$ cat config.mk
export PLATFORM = sky130hd
export DESIGN_NAME = hazard_control_unit
export DESIGN_NICKNAME = d
export VERILOG_FILES = /design/src/rtl/hazard_control_unit.sv
export SDC_FILE = /design/constraint.sdc
export NUM_CORES = 1
export LEC_CHECK = 0
export CAP_MARGIN = 40
export CORE_MARGIN = 2
export CORE_UTILIZATION = 45
export CTS_CLUSTER_SIZE = 25
export DETAILED_ROUTE_END_ITERATION = 8
export GPL_ROUTABILITY_DRIVEN = 0
export GPL_TIMING_DRIVEN = 0
export PLACE_DENSITY = 0.84
export SLEW_MARGIN = 15
export SYNTH_ARGS = -nofsm -noshare
export SYNTH_HDL_FRONTEND = slang
export SYNTH_SLANG_ARGS = --single-unit
$ cat constraint.sdc
create_clock -name clk -period 2.3 [get_ports clk]
set_clock_uncertainty 0.2 [all_clocks]
set_input_delay 0.345 -clock clk [delete_from_list [all_inputs] [get_ports clk]]
set_output_delay 0.345 -clock clk [all_outputs]
set_load 0.02 [all_outputs]
$ cat src/rtl/hazard_control_unit.sv
// Pipeline sequencing controller for the dual-slot VLIW pipeline: load-use interlock,
// data-memory wait with timeout, branch/jump flushes and sticky undefined-instruction halt.
module hazard_control_unit #(
    parameter int unsigned MEM_TIMEOUT = 16,
    parameter int unsigned CNT_W       = 16
) (
    input  logic             clk,
    input  logic             reset,
    input  logic             id_valid,
    input  logic [2:0]       id_alu_rm,
    input  logic [2:0]       id_alu_rn,
    input  logic             id_alu_useRn,
    input  logic [2:0]       id_mem_rn,
    input  logic [2:0]       id_mem_rd,
    input  logic             id_mem_isStore,
    input  logic             ex_memRead,
    input  logic [2:0]       ex_mem_rd,
    input  logic             ex_branchTaken,
    input  logic             ex_isJump,
    input  logic             ex_alu_undefinedInstruction,
    input  logic             ex_mem_undefinedInstruction,
    input  logic             dmem_req,
    input  logic             dmem_ready,
    output logic             pc_write,
    output logic             p1_pipeline_regWrite,
    output logic             p2_pipeline_regWrite,
    output logic             p3_pipeline_regWrite,
    output logic             p1_flush,
    output logic             p2_flush,
    output logic             halted,
    output logic [1:0]       halt_cause,
    output logic [CNT_W-1:0] stall_count
);

    localparam int unsigned WaitW = $clog2(MEM_TIMEOUT + 1);

    typedef enum logic [1:0] {StRun, StMemWait, StHalt} state_e;

    localparam logic [1:0] CauseNone    = 2'd0;
    localparam logic [1:0] CauseAluUndef = 2'd1;
    localparam logic [1:0] CauseMemUndef = 2'd2;
    localparam logic [1:0] CauseTimeout  = 2'd3;

    state_e           state_q, state_d;
    logic [WaitW-1:0] wait_q, wait_d;
    logic             halted_q, halted_d;
    logic [1:0]       cause_q, cause_d;
    logic [CNT_W-1:0] stall_q, stall_d;

    logic load_use;
    logic undef;

    // r0 is an ordinary register here, so a match on index 0 still interlocks.
    always_comb begin
        load_use = ex_memRead && id_valid &&
                   ((ex_mem_rd == id_alu_rm) ||
                    (id_alu_useRn && (ex_mem_rd == id_alu_rn)) ||
                    (ex_mem_rd == id_mem_rn) ||
                    (id_mem_isStore && (ex_mem_rd == id_mem_rd)));
        undef = ex_alu_undefinedInstruction || ex_mem_undefinedInstruction;
    end

    always_comb begin
        state_d              = state_q;
        wait_d               = wait_q;
        halted_d             = halted_q;
        cause_d              = cause_q;
        pc_write             = 1'b0;
        p1_pipeline_regWrite = 1'b0;
        p2_pipeline_regWrite = 1'b0;
        p3_pipeline_regWrite = 1'b0;
        p1_flush             = 1'b0;
        p2_flush             = 1'b0;

        unique case (state_q)
            StRun: begin
                if (undef) begin
                    state_d  = StHalt;
                    halted_d = 1'b1;
                    cause_d  = ex_alu_undefinedInstruction ? CauseAluUndef : CauseMemUndef;
                end else if (dmem_req && !dmem_ready) begin
                    state_d = StMemWait;
                    wait_d  = WaitW'(1);
                end else if (ex_branchTaken || ex_isJump) begin
                    // Redirect wins over any load-use match: the dependent bundle is squashed.
                    pc_write             = 1'b1;
                    p1_pipeline_regWrite = 1'b1;
                    p2_pipeline_regWrite = 1'b1;
                    p3_pipeline_regWrite = 1'b1;
                    p1_flush             = 1'b1;
                    p2_flush             = 1'b1;
                end else if (load_use) begin
                    p2_pipeline_regWrite = 1'b1;
                    p3_pipeline_regWrite = 1'b1;
                    p2_flush             = 1'b1;
                end else begin
                    pc_write             = 1'b1;
                    p1_pipeline_regWrite = 1'b1;
                    p2_pipeline_regWrite = 1'b1;
                    p3_pipeline_regWrite = 1'b1;
                end
            end
            StMemWait: begin
                if (dmem_ready) begin
                    state_d = StRun;
                    wait_d  = '0;
                end else begin
                    wait_d = wait_q + 1'b1;
                    if (32'(wait_q) + 32'd1 >= MEM_TIMEOUT) begin
                        state_d  = StHalt;
                        halted_d = 1'b1;
                        cause_d  = CauseTimeout;
                    end
                end
            end
            StHalt: begin
            end
            default: state_d = StRun;
        endcase

        if (reset) begin
            pc_write             = 1'b0;
            p1_pipeline_regWrite = 1'b0;
            p2_pipeline_regWrite = 1'b0;
            p3_pipeline_regWrite = 1'b0;
            p1_flush             = 1'b0;
            p2_flush             = 1'b0;
        end
    end

    always_comb begin
        stall_d = stall_q;
        if (!pc_write && !halted_q && (stall_q != {CNT_W{1'b1}})) begin
            stall_d = stall_q + 1'b1;
        end
    end

    always_ff @(posedge clk) begin
        if (reset) begin
            state_q  <= StRun;
            wait_q   <= '0;
            halted_q <= 1'b0;
            cause_q  <= CauseNone;
            stall_q  <= '0;
        end else begin
            state_q  <= state_d;
            wait_q   <= wait_d;
            halted_q <= halted_d;
            cause_q  <= cause_d;
            stall_q  <= stall_d;
        end
    end

    assign halted      = halted_q;
    assign halt_cause  = cause_q;
    assign stall_count = stall_q;

endmodule
Word level (Yosys, flattened, before mapping) --
Index checks and enable logic that the tools add are counted.
Storage, ports and cells: register bits 26
Cells by class: eq/ne operators 14, multiplexer cells 39, reductions and logical operators 20, magnitude comparators 1, bitwise gates (word level) 1, add/subtract/negate cells 3
Operators with widths (number):
- two-way mux 1 bit | 24
- adder 16 x 1 -> 16 bit, second input constant | 1
- two-way mux 2 bit | 8
- != test 16 bit, second input constant | 1
- two-way mux 5 bit | 3
- == test 3 bit | 4
- != test 2 bit, second input constant | 5
- case mux 5 bit (2 select lines) | 1
- logical AND 1 bit | 7
- adder 5 x 1 -> 6 bit, second input constant | 1
- greater-or-equal comparator 6 x 5 -> 1 bit, second input constant | 1
- != test 3 bit, second input constant | 2
- case mux 2 bit (3 select lines) | 1
- AND reduction 3 bit | 2
- adder 5 x 1 -> 5 bit, second input constant | 1
- logical OR 1 bit | 5
- case mux 2 bit (2 select lines) | 1
- AND reduction 4 bit | 1
- zero test 1 bit | 3
- == test 2 x 1 -> 1 bit, second input constant | 1
- == test 2 bit, second input constant | 1
- zero test 2 bit | 1
- case mux 1 bit (2 select lines) | 1
- nonzero test 2 bit | 1
- inverter 1 bit | 1

Longest topological paths before layout --
Gate-level depths: netlist (run 1).
depth after elaboration 15, depth in mapped cells 8, depth with buffers taken out 8

Worst setup path after synthesis (run 1) --
OpenSTA, ideal clock, no wires.
path kind input -> output, start point input ex_mem_undefinedInstruction, end point output p2_flush, arrival 2013 ps, stages 5, buffers on the path 1, setup slack -258 ps, data required time 1755 ps, path through nor2_1 -> o21ai_0 -> nor4_2 -> clkbuf_1 -> a21boi_0
Between the ends: word-level cells in the longest chain between the ends 4
RTL lines:
- from (decl) | line 21 | input logic ex_mem_undefinedInstruction,
- logical OR 1 bit | line 60 | undef = ex_alu_undefinedInstruction || ex_mem_undefinedInstruction;
- two-way mux 1 bit | line 77 | if (undef) begin
- two-way mux 1 bit | line 75 | unique case (state_q)
- two-way mux 1 bit | line 121 | if (reset) begin
- to (decl) | line 29 | output logic p2_flush,
Every way passes these cells.

Final worst setup path (run 1) --
start point input id_mem_rn[1], end point output pc_write
Between the ends: word-level cells in the longest chain between the ends 10
RTL lines:
- from (decl) | line 13 | input logic [2:0] id_mem_rn,
- == test 3 bit | line 58 | (ex_mem_rd == id_mem_rn) ||
- logical OR 1 bit | line 57 | (id_alu_useRn && (ex_mem_rd == id_alu_rn)) ||
- logical OR 1 bit | line 58
- logical AND 1 bit | line 55 | load_use = ex_memRead && id_valid &&
- two-way mux 1 bit | line 92 | end else if (load_use) begin
- two-way mux 1 bit | line 84 | end else if (ex_branchTaken || ex_isJump) begin
- two-way mux 1 bit | line 81 | end else if (dmem_req && !dmem_ready) begin
- two-way mux 1 bit | line 77
- two-way mux 1 bit | line 75
- two-way mux 1 bit | line 121
- to (decl) | line 24 | output logic pc_write,
Every way passes these cells.

==> run metrics, run 1 <==
TritonCTS Buffers=3; CP Cell Sequence=clkdlybuf4s50_1, xnor2_2, a31oi_2, a31o_2, and2_4, buf_4, buf_6; ANT nets after route=0; Worst setup EP type=primary output; Die Width=62.3 um; post-synthesis async set-or-reset flop share=0%; Synth top area share=34.0%; Max-cap violations=0; Yosys cell types=41; pre-CTS setup slack=-1060 ps; Final Hold Vio Count=0; Stages on worst setup path=7; min cycle time layout=2250 ps; fmax=444 MHz; IO buf count=51; pwr dens=449 nW/um^2; drt pass-1 iters=4; global-route wire length before repair=6210 um; vias in the first global route=1,438; CTS Sinks=26; synthesis-to-finish area growth=50.4%; Post-Place Cell Area=2110 sq um; CP max stage cell=clkdlybuf4s50_1; cells after synthesis=180; cts hold-fix bufs=0; site row count=21; synthesized area per cell=8.50 sq um; worst hold slack=134 ps; RSZ-0062 raised after global routing=true; most common flop cell mapped by yosys=dfxtp_1; clock slew at reported path FFs=140 ps; outcome=completed; worst hold path type=primary input to flop; Slew Limit Fails=0; Initial Util=46.2%; worst skew pair latency=330 ps; storage element area=531 sq um; Placeable Area=3310 sq um; final core occ=69.5%; Hold Path Depth=3; I/O pin count=52; Post-Syn Area=1530 sq um; register area share after synthesis=34.0%; CTS root buf=clkbuf_4; CTS H-tree depth=1; setup ws final=46.9 ps; initial DRC count=85; Avg Vias per Cell=5.29; ANT cells=0; DRC=0; Mapped Nets=209; WP data required=1750 ps; largest net degree at the start of global routing=16; Peak VDD IR=369 uV; placed insts=277; synthesized flop and latch total=26; max_slew headroom=68.6%; Final Non-Filler Cells=291; actual slew at the worst max-slew pin=470 ps; Synth area leaders=dfxtp_1, xnor2_1, nor2_1; Setup CP Type=primary input to primary output; critical path arrival=1710 ps; Final setup viols=0; Fillers=270; GRT Util Overall=19.5%; r2r worst-path depth=9; commonest non-fill, non-tap cell in the layout=clkdlybuf4s50_1; Buf+Inv Stages, Crit Path=3; Die Y-Extent=62.3 um; WL/cell=13.4 um; vias=1,540; crit-path leading delay family=buffers and inverters; antenna violations before repair=0; Nets=275; Post-DP HPWL=2740 um; Post-synth EDFFs=0; footprint of the multi-input gates=990 sq um; post-synth top area cell=dfxtp_1; Yosys Warn Count=0; full die area=3880 sq um; design area=2300 sq um; commonest non-fill, non-tap cells in the layout=clkdlybuf4s50_1, nor2_1, dfxtp_1, xnor2_1, buf_4; clock buffer depth=2; CTS tree=yes; WL final=3900 um; fin crit share=98.0%; critical path's largest stage delay=500 ps; CP startpoint kind=primary input; share of post-route cells with drive strength above 1=22.0%; leakage=0.962 nW; grt ovf=0; Worst Path Max Fanout=2
## what timing repair did
item | 4_1_cts | 5_1_grt
pin swaps | 5 | 12
setup buffers | 5 | 7
setup endpoints to repair | 13 | 14
gates resized for setup | 37 | 26
endpoints found under the hold margin | 0 | 0
## area by class of cell
cell class | instances | area share [%]
inverters | 6 | 0.979
plain buffers | 8 | 2.45
repair buffers | 63 | 25.7
multi-input cells | 138 | 43.0
flip-flops and latches | 26 | 23.1
clock buffers | 3 | 0.979
well taps | 46 | 2.50
clock inverters | 1 | 1.31
## worst register-to-register path, delay by kind of cell (launching register included)
kind / cells / cell delay, ps
compound gates: 2 / 490
xor+xnor: 1 / 180
buf+inv: 2 / 270
flops: 1 / 370
simple gates: 4 / 610
## through the flow
stage / TNS [ps] / total power, mW
after CTS: 0 / 1.03
after floorplan: 0 / 0.603
after global routing: -18.0 / 1.08
final: 0 / 1.03
after detailed placement: -12210 / 0.707
after global placement: -11290 / 0.703
## final timing paths
| check | slack [ps] | endpoint | start |
|---|---|---|---|
| max | 50 | pc_write | id_mem_rn[1] |
| min | 130 | halt_cause[0] | ex_alu_undefinedInstruction |
| max reg2reg | 70 | stall_count[2] | stall_count[7] |
| min reg2reg | 310 | wait_q[3] | wait_q[3] |
## sequential cells by signal (all words and copies together), names as in the netlist
signal,flops
halt_cause,2
halted,1
stall_count,16
state_q,2
wait_q,5
## cell families after synthesis
logic type | synth area share (%)
xor+xnor | 12.0
mux | 4.33
flops | 34.0
compound gates | 15.5
simple gates | 27.0
buf+inv | 5.48
fa+ha+maj | 1.64
## metal layers
| layer | routed length, um | GRT usage [%] |
|---|---|---|
| met5 | 0 | 0 |
| met4 | 51 | 7.50 |
| met3 | 171 | 3.62 |
| met2 | 1970 | 34.8 |
| met1 | 1710 | 23.1 |
## cells in the mapped netlist, drive strengths merged, types with 3 or more instances
| cell type | n |
|---|---|
| nor2 | 30 |
| dfxtp | 26 |
| xnor2 | 17 |
| nand3 | 9 |
| nand4 | 9 |
| a211oi | 8 |
| a21oi | 7 |
| nor2b | 7 |
| and3 | 6 |
| buf | 6 |
| inv | 6 |
| and2 | 5 |
| mux2 | 5 |
| clkbuf | 4 |
| o21ai | 4 |
| xor2 | 4 |
| nand2 | 3 |
## where the power goes
part           leakage [nW]  switching, mW  internal [mW]  total (mW)
combinational         0.720          0.114          0.121       0.235
sequential            0.214         0.0176          0.465       0.482
clock                0.0279          0.141          0.176       0.317
Note: power is estimated with default switching activity, not from simulation.
==> run 2, diff against run 1 <==
==> constraint.sdc (replaced) <==
create_clock -name clk -period 2.3 [get_ports clk]
set_clock_uncertainty 0.2 [all_clocks]
set_input_delay 0.69 -clock clk [delete_from_list [all_inputs] [get_ports clk]]
set_output_delay 0.69 -clock clk [all_outputs]
set_load 0.02 [all_outputs]
==> run 2 against run 1 <==
  * The run now ends with negative setup slack left
  * Highest routed layer unchanged
  * Total power shrank 11%
  * Non-clock buffer count fell by 3
  * Register-to-register slack got worse by 90 ps
  * Sequential share of layout area shrank 0.18 points
  * Die area did not move
==> run metrics, run 2 (synthesis results as in run 1) <==
setup ws final=-435 ps; max_slew headroom=67.8%; CTS root buf=clkbuf_4; commonest non-fill, non-tap cells in the layout=nor2_1, dfxtp_1, xnor2_1, buf_6, clkdlybuf4s50_1; CTS Sinks=26; Worst Path Max Fanout=2; initial DRC count=70; worst hold path type=flop to flop; Tot Pwr=0.918 mW; Final setup viols=9; share of post-route cells with drive strength above 1=26.1%; number of flip-flops in the largest register=16; Die Width=62.3 um; vias in the first global route=1,432; fmax=366 MHz; outcome=finished with violations; Placeable Area=3310 sq um; Post-Place Cell Area=2140 sq um; Post-DP HPWL=2710 um; grt ovf=0; Hold Crit Start=halt_cause[0]; I/O pin count=52; min cycle time layout=2730 ps; crit path capture=pc_write; Worst setup EP type=primary output; worst skew pair latency=330 ps; Critical Path Start=id_alu_rm[1]; Setup CP Type=primary input to primary output; CP Cell Sequence=buf_6, xor2_2, nor3_2, a31oi_2, a31o_2, and2_4, buf_6, buf_6; Final Non-Filler Cells=287; reg2reg end=stall_count[14]; Nets=272; design area=2280 sq um; CP most frequent cell=buf_6; violated checks=negative setup slack; Peak VDD IR=456 uV; drt pass-1 iters=4; CP startpoint kind=primary input; WL/cell=13.6 um; clock buffer depth=2; Slew Limit Fails=0; GRT Util Overall=20.1%; antenna violations before repair=0; Die Y-Extent=62.3 um; WL final=3890 um; Crit Reg-Reg Startpoint=stall_count[7]; CTS tree=yes; WP data required=1410 ps; setup TNS=-1830 ps; RSZ-0062 raised after global routing=true; Max-cap violations=0; Avg Vias per Cell=5.32; commonest non-fill, non-tap cell in the layout=nor2_1; CP max stage cell=a31o_2; fin crit share=119%; DRC=0; IO buf count=51; actual slew at the worst max-slew pin=483 ps; r2r worst-path depth=8; largest net degree at the start of global routing=14; leakage=0.989 nW; R2R setup slack=-20 ps; critical path's largest stage delay=260 ps; ANT cells=0; CTS H-tree depth=1; clock slew at reported path FFs=130 ps; TritonCTS Buffers=3; cts hold-fix bufs=0; synthesis-to-finish area growth=49.1%; pwr dens=403 nW/um^2; critical path arrival=1840 ps; placed insts=277; full die area=3880 sq um; global-route wire length before repair=6450 um; Final Hold Vio Count=0; ANT nets after route=0; site row count=21; Initial Util=46.2%; vias=1,527
-- run 2: cell count changes in the layout (fill, tap and decap cells not counted), sizes merged --
cell	before	now
clkdlybuf4s50	29	11
buf	21	32
clkdlybuf4s15	1	7
dlygate4sd2	7	10
dlymetal6s2s	8	5
clkbuf	8	6
bufinv	1	0
-- run 2: stage by stage --
| step | setup slack [ps] | utilization, % | hold slack [ps] |
|---|---|---|---|
| 5_1_grt | -479 | 68.9 | 323 |
| 3_5_place_dp | -1490 | 64.7 | 286 |
| 2_1_floorplan | -373 | - | 254 |
| 3_3_place_gp | -1470 | 64.7 | 273 |
| 6_report | -435 | 68.9 | 315 |
| 4_1_cts | -380 | 65.8 | 305 |
-- run 2: layer usage --
metal	vias up	share of wire, %	track usage (%)
met4	0	0.69	4.17
met2	39	51	38.9
met5	-	0	0
li1	757	-	-
met3	4	3.8	3.62
met1	727	44	22.9
-- run 2: final cells by class --
cell class | instances | area [sq um]
flip-flops and latches | 26 | 522
fillers | 281 | 1030
plain buffers | 8 | 60.1
multi-input cells | 138 | 1040
clock buffers | 3 | 22.5
repair buffers | 60 | 556
inverters | 6 | 22.5
well taps | 46 | 57.6
-- run 2: repair_timing --
item                       CTS  global route
setup endpoints to repair   25            19
gates cloned                 0             0
pin swaps                   20             8
setup buffers                7             3
resized for setup          110            25
-- run 2: critical path, delay by kind of cell --
family | cells | cell delay [ps]
AO/OA/AOI/OAI | 2 | 330
XOR/XNOR | 1 | 160
buffers and inverters | 3 | 320
AND/OR/NAND/NOR | 2 | 340
-- run 2: worst min-delay path by stage --
stage | end | slack [ps] | cells after the start
after floorplan | wait_q[3] | 250 | 2
after global placement | wait_q[3] | 270 | 2
after detailed placement | wait_q[3] | 290 | 2
after CTS | wait_q[3] | 300 | 2
after global routing | wait_q[2] | 320 | 2
final | halt_cause[0] | 310 | 2
-- run 2: power by group --
part | switching [mW] | internal (mW)
logic | 0.118 | 0.119
clock network | 0.137 | 0.0617
registers | 0.0165 | 0.466
total | 0.272 | 0.646
==> run 3, diff against run 2 <==
GPL_TIMING_DRIVEN = 1   (was 0)
==> run 3 against run 2 <==
  * Critical path type unchanged
  * Fmax rose by 3.6%
  * Highest routed layer unchanged
  * Clock-buffer cell count rose by 1
  * The flow still finishes with violations (negative setup slack)
  * Largest power group unchanged
  * Critical path depth fell by 1
  * Clock power rose by 17%
  * Largest cell class unchanged
  * Non-clock buffer count rose by 9
==> run metrics, run 3 (synthesis results as in run 1) <==
footprint of the multi-input gates=1110 sq um; Slew Limit Fails=0; design area=2480 sq um; Nets=281; final core occ=74.8%; share of post-route cells with drive strength above 1=35.5%; worst hold path type=flop to flop; Worst setup EP type=primary output; clock slew at reported path FFs=140 ps; ANT nets after route=0; critical path arrival=1750 ps; violated checks=negative setup slack; vias in the first global route=1,439; actual slew at the worst max-slew pin=323 ps; Die Width=62.3 um; Placeable Area=3310 sq um; Peak VDD IR=355 uV; vias=1,572; leakage=1.12 nW; clock buffer depth=2; gr busiest metal=met2; Post-DP HPWL=2810 um; antenna violations before repair=0; storage element area=523 sq um; M1 GR Usage=22.6%; CP startpoint kind=primary input; WL final=4410 um; Max-cap violations=0; Worst Path Max Fanout=3; WP data required=1410 ps; Avg Vias per Cell=5.29; placed insts=288; cts hold-fix bufs=0; Die Y-Extent=62.3 um; pre-CTS setup slack=-1210 ps; grt ovf=0; ANT cells=0; initial DRC count=121; CTS root buf=clkbuf_4; full die area=3880 sq um; min cycle time layout=2640 ps; Initial Util=46.2%; Fillers=238; commonest non-fill, non-tap cell in the layout=nor2_1; number of flip-flops in the largest register=16; synthesis-to-finish area growth=61.8%; worst skew pair latency=320 ps; max_slew headroom=78.4%; met3 Usage GRT=4.53%; IO buf count=51; Setup CP Type=primary input to primary output; commonest non-fill, non-tap cells in the layout=nor2_1, dfxtp_1, buf_4, buf_6, dlygate4sd2_1; fin crit share=115%; CTS H-tree depth=1; worst hold slack=313 ps; GRT Util Overall=19.7%; Post-Place Cell Area=2220 sq um; fmax=379 MHz; pwr dens=396 nW/um^2; site row count=21; TritonCTS Buffers=3; I/O pin count=52; WL/cell=14.8 um; Final Non-Filler Cells=297; Final setup viols=17; drt pass-1 iters=4; DRC=0; CTS Sinks=26; CTS tree=yes; setup ws final=-339 ps; global-route wire length before repair=6310 um; outcome=finished with violations; grt met2 use=36.5%; RSZ-0062 raised after global routing=true; largest net degree at the start of global routing=32; Final Hold Vio Count=0
[run 3: cell types whose count changed in the layout (fill, tap and decap cells not counted), moves of 2 or more]
cell             before  now
clkdlybuf4s50_1      11    9
buf_6                11   16
a211oi_2              0    4
a211oi_1              8    4
mux2_4                2    4
buf_2                 8    4
xnor2_2               2    7
clkbuf_2              1    3
buf_4                10   19
buf_1                 2    0
xnor2_1              15   10
mux2_1                3    1
[run 3: area by class of cell]
type,instances,area share (%)
Multi-Input combinational cell,138,45.0
Timing Repair Buffer,77,29.2
Sequential cell,26,21.1
Tap cell,46,2.32
Clock buffer,4,1.47
Inverter,6,0.910
[run 3: worst max-delay path: stages]
cell     delay (ps)
buf_6           110
buf_6           120
xnor2_1         140
nand4_1         150
a31o_2          280
and2_4          140
buf_6           120
[run 3: metrics by stage]
stage	total power [mW]	setup TNS (ps)
global route	1.03	-3270
global placement	0.722	-16240
CTS	0.957	-1080
detailed placement	0.727	-17270
finish	0.980	-2260
floorplan	0.607	-2260
[run 3: worst paths after layout]
check | start | endpoint | slack [ps] | cells past startpoint
max reg2reg | stall_count[11] | stall_count[7] | 0 | 7
min | wait_q[3] | wait_q[3] | 310 | 2
max | ex_mem_rd[0] | pc_write | -340 | 7
min reg2reg | wait_q[3] | wait_q[3] | 310 | 2
[run 3: per-layer routing]
metal  part of all wire, %  up-vias
met5                     0        -
met4                   2.0        0
met3                   3.2        9
met2                    55       43
met1                    40      741
li1                      -      779
[run 3: power by group]
group / internal, mW / switching, mW / total (mW)
sequential: 0.466 / 0.0147 / 0.480
combinational: 0.138 / 0.130 / 0.268
clock: 0.0969 / 0.135 / 0.232
[run 3: what timing repair did]
action                     CTS  global route
setup endpoints to repair   26            20
gates resized for setup    118            39
pin swaps                   22            12
setup buffers                1             4
==> patch 1, RTL diff (flow settings as in run 1) <==
Register the output `stall_count` once more, with the module's reset; this adds one clock of latency there. The other outputs are not delayed to match.
--- a/src/rtl/hazard_control_unit.sv
+++ b/src/rtl/hazard_control_unit.sv
@@ -153,6 +153,12 @@
 
     assign halted      = halted_q;
     assign halt_cause  = cause_q;
-    assign stall_count = stall_q;
+    always_ff @(posedge clk) begin
+        if (reset) begin
+            stall_count <= '0;
+        end else begin
+            stall_count <= stall_q;
+        end
+    end
 
 endmodule
Behaviour: not the same (Yosys sat finds a counterexample within 4 cycles, from zero or initial values and one cycle with reset high).
==> patch 1 against run 1 <==
  * Sequential cell count is 16 higher
  * Area after synthesis is 26% higher
  * Setup slack gained 0.023 ns
  * Critical path depth unchanged
  * Design area is 18% higher
  * Routed wire length up 17%
  * Count of clock-buffer cells in the layout rose by 4
  * Total power is 46% higher
  * Critical path type unchanged
==> patch 1: results (changes against run 1) <==
critPathLaunch: "dmem_req"  # was id_mem_rn[1]
route.met2.wl_microns: 2340  # was 1970 microns
nNetsFinal: 310  # was 275
worst_pin_slew_ns: 0.476  # was 0.470 ns
numCtsBuffers: 5  # was 3
place_inst: 315  # was 277
synth_compound_area_share_pct: 10.8  # was 15.5%
grt_max_degree: 13  # was 16
dpl.hpwl_microns: 3200  # was 2740 microns
r2r_slack_ns: 0.07  # about the same
avgViaCountPerCell: 5.38  # was 5.29
clkTransAtPathRegs_ns: 0.08  # was 0.14 ns
met3_usage_pct: 5.23  # was 3.62%
hold_ws_ns: 0.266  # was 0.134 ns
ys_top_cells_by_area: "dfxtp_1 43%, nor2b_1 5.2%, nor2_1 5.0%"  # was dfxtp_1 34%, xnor2_1 9.7%, nor2_1 7.4%
final.period_utilization_pct: 97.0  # was 98.0%
syn_nets: 243  # was 209
grt_use_total_pct: 19.9  # was 19.5%
post_drt_wl_per_cell_microns: 13.7  # was 13.4 microns
hold_start: "halt_cause[0]"  # was ex_alu_undefinedInstruction
ys_seq_area_share_pct: 43.4  # was 34.0%
synthDistinctLibCells: 43  # was 41
leakagePower_uw: 0.00111  # was 0.000962 uW
synth-xor-area-share_pct: 6.33  # was 12.0%
power.total_uw: 1510  # was 1030 uW
h-tree-depth: 2  # was 1
ir_worst_vdd_v: 0.000354  # was 0.000369 V
dpl_cell_area_sq_um: 2510  # was 2110 sq um
hold_class: "reg -> reg"  # was in -> reg
multiInputGateArea_sq_um: 1110  # was 990 sq um
outcome: "finished clean"  # unchanged
r2r_end: "stall_q[10]"  # was stall_count[2]
drt-initial-drc-count: 132  # was 85
cp_max_fo: 5  # was 2
fin_cells: 332  # was 291
use_met2_pct: 34.3  # was 34.8%
synth_mux_area_share_pct: 5.95  # was 4.33%
switching_share_pct: 26.0  # was 26.3%
max_stage_delay_ns: 0.43  # was 0.50 ns
synth.top_cells.by_count: "42 x dfxtp_1, 26 x nor2_1, 16 x nor2b_1, 15 x a21oi_1, 11 x nand3_1"  # was 30 x nor2_1, 26 x dfxtp_1, 17 x xnor2_1, 9 x nand3_1, 9 x nand4_1
[patch 1: cell count changes in the layout (fill, tap and decap cells not counted), sizes merged, moves of 6 or more]
| cell | before | now |
|---|---|---|
| dfxtp | 26 | 42 |
| dlygate4sd2 | 7 | 16 |
| nor2b | 7 | 16 |
| a21oi | 7 | 15 |
| xnor2 | 17 | 9 |
| a211oi | 8 | 1 |
| dlymetal6s2s | 8 | 1 |
| nor3 | 1 | 8 |
| nand2 | 3 | 9 |
[patch 1: repair_timing]
action,CTS,global route
endpoints found under the setup margin,18,15
setup buffers,9,1
gates cloned,1,0
pin swaps,14,9
hold buffers,0,0
resized for setup,44,24
[patch 1: area by class of cell]
cell class              instances  area share [%]
inverters                       5           0.693
multi-input cells             160            41.0
clock buffers                   7            3.19
well taps                      50            2.31
plain buffers                   7            1.57
repair buffers                 60            19.8
clock inverters                 1           0.185
flip-flops and latches         42            31.3
==> patch 2, RTL diff (config.mk and constraints of run 1) <==
Made on the original files. `CNT_W`: 16 -> 32.
--- a/src/rtl/hazard_control_unit.sv
+++ b/src/rtl/hazard_control_unit.sv
@@ -2,7 +2,7 @@
 // data-memory wait with timeout, branch/jump flushes and sticky undefined-instruction halt.
 module hazard_control_unit #(
     parameter int unsigned MEM_TIMEOUT = 16,
-    parameter int unsigned CNT_W       = 16
+    parameter int unsigned CNT_W       = 32
 ) (
     input  logic             clk,
     input  logic             reset,
Ports: changed (resized stall_count); port bits go from 52 to 68. The function was not compared with the original's and may differ.
==> patch 2 against run 1 <==
  * Setup slack got worse by 0.017 ns
  * Hold slack improved by 0.15 ns
  * Routed wire length rose by 85%
  * Sequential cell count rose by 16
  * Total power rose by 49%
  * Design area rose by 60%
  * Area after synthesis rose by 61%
  * Clock power rose by 54%
  * Highest routed layer unchanged
==> patch 2: results (changes against run 1) <==
outcome: "finished clean"  # unchanged
ir_worst_vdd_v: 0.000344  # was 0.000369 V
avgViaCountPerCell: 5.57  # was 5.29
crit_slowest_cell: "or4_1"  # was clkdlybuf4s50_1
synth_mux_area_share_pct: 4.07  # was 4.33%
hold_class: "reg -> reg"  # was in -> reg
ys_seq_area_share_pct: 34.1  # was 34.0%
place_inst: 418  # was 277
clock_latency_ns: 0.31  # was 0.33 ns
largest_reg_flops: 32  # was 16
grt_pass1_wl_microns: 11400  # was 6210 microns
numCtsBuffers: 5  # was 3
leakagePower_uw: 0.00141  # was 0.000962 uW
num_vias: 2510  # was 1,540
syn_nets: 310  # was 209
r2r_slack_ns: 0.03  # was 0.07 ns
grt_use_total_pct: 23.2  # was 19.5%
drive_above_1_share_pct: 29.1  # was 22.0%
ys_top_cells_by_area: "dfxtp_1 34%, xnor2_1 7.1%, nor2_1 5.9%"  # was dfxtp_1 34%, xnor2_1 9.7%, nor2_1 7.4%
synth_compound_area_share_pct: 20.7  # was 15.5%
crit_arrival_ns: 2.30  # was 1.71 ns
dpl.hpwl_microns: 4720  # was 2740 microns
root_buffer: "clkbuf_8"  # was clkbuf_4
drt-initial-drc-count: 215  # was 85
clkTransAtPathRegs_ns: 0.09  # was 0.14 ns
period_needed_ns: 2.27  # was 2.25 ns
port_buffers: 67  # was 51
synth.top_cells.by_count: "42 x dfxtp_1, 39 x nor2_1, 21 x a21oi_1, 20 x xnor2_1, 16 x nand3_1"  # was 30 x nor2_1, 26 x dfxtp_1, 17 x xnor2_1, 9 x nand3_1, 9 x nand4_1
synth_area_per_cell_sq_um: 8.76  # was 8.50 sq um
nNetsFinal: 409  # was 275
synth_fa_ha_area_share_pct: 1.02  # was 1.64%
patch 2: metrics by stage:
step / hold WS (ns) / area [sq um]
final: 0.284 / 3670
after global routing: 0.308 / 3670
after CTS: 0.277 / 3480
after detailed placement: 0.265 / 3270
after global placement: 0.252 / 3270
after floorplan: 0.254 / 2510
patch 2: path summary, 6_finish.rpt:
| path | startpoint | to | depth (start not counted) |
|---|---|---|---|
| worst max-delay path | stall_count[0] | stall_count[11] | 8 |
| worst max register to register | stall_count[0] | stall_count[11] | 8 |
| worst min-delay path | halt_cause[0] | halt_cause[0] | 2 |
| worst min register to register | halt_cause[0] | halt_cause[0] | 2 |
patch 2: where the power goes:
group          internal (uW)  leakage, uW  total [uW]  switching, uW
Clock                    215    0.0000452         489            274
Combinational            144      0.00101         301            157
Sequential               736     0.000350         752           16.1
patch 2: tightest hold or removal path, stage by stage, from the launching register on:
cell      delay (ns)
dfxtp_1         0.32
inv_1           0.05
a211oi_1        0.06
patch 2: area by class of cell:
| class | count | area (sq um) |
|---|---|---|
| sequential | 42 | 876 |
| buffer | 11 | 90.1 |
| multi-input combinational | 219 | 1660 |
| clock inverter | 2 | 13.8 |
| tap | 70 | 87.6 |
| fill | 401 | 1530 |
| inverter | 9 | 33.8 |
| clock buffer | 6 | 72.6 |
| timing repair buffer | 92 | 837 |
patch 2: per-layer routing:
metal / up-vias / track usage [%] / wire [microns]
met5: - / 0 / 0
met4: 0 / 10.4 / 166
met3: 19 / 4.07 / 278
met2: 84 / 40.3 / 3770
met1: 1206 / 27.9 / 2980
li1: 1201 / - / -
patch 2: repair_timing:
| item | CTS | global route |
|---|---|---|
| cloned | 0 | 1 |
| resized for setup | 63 | 38 |
| setup buffers | 14 | 13 |
| pin swaps | 18 | 14 |
| setup endpoints to repair | 43 | 35 |
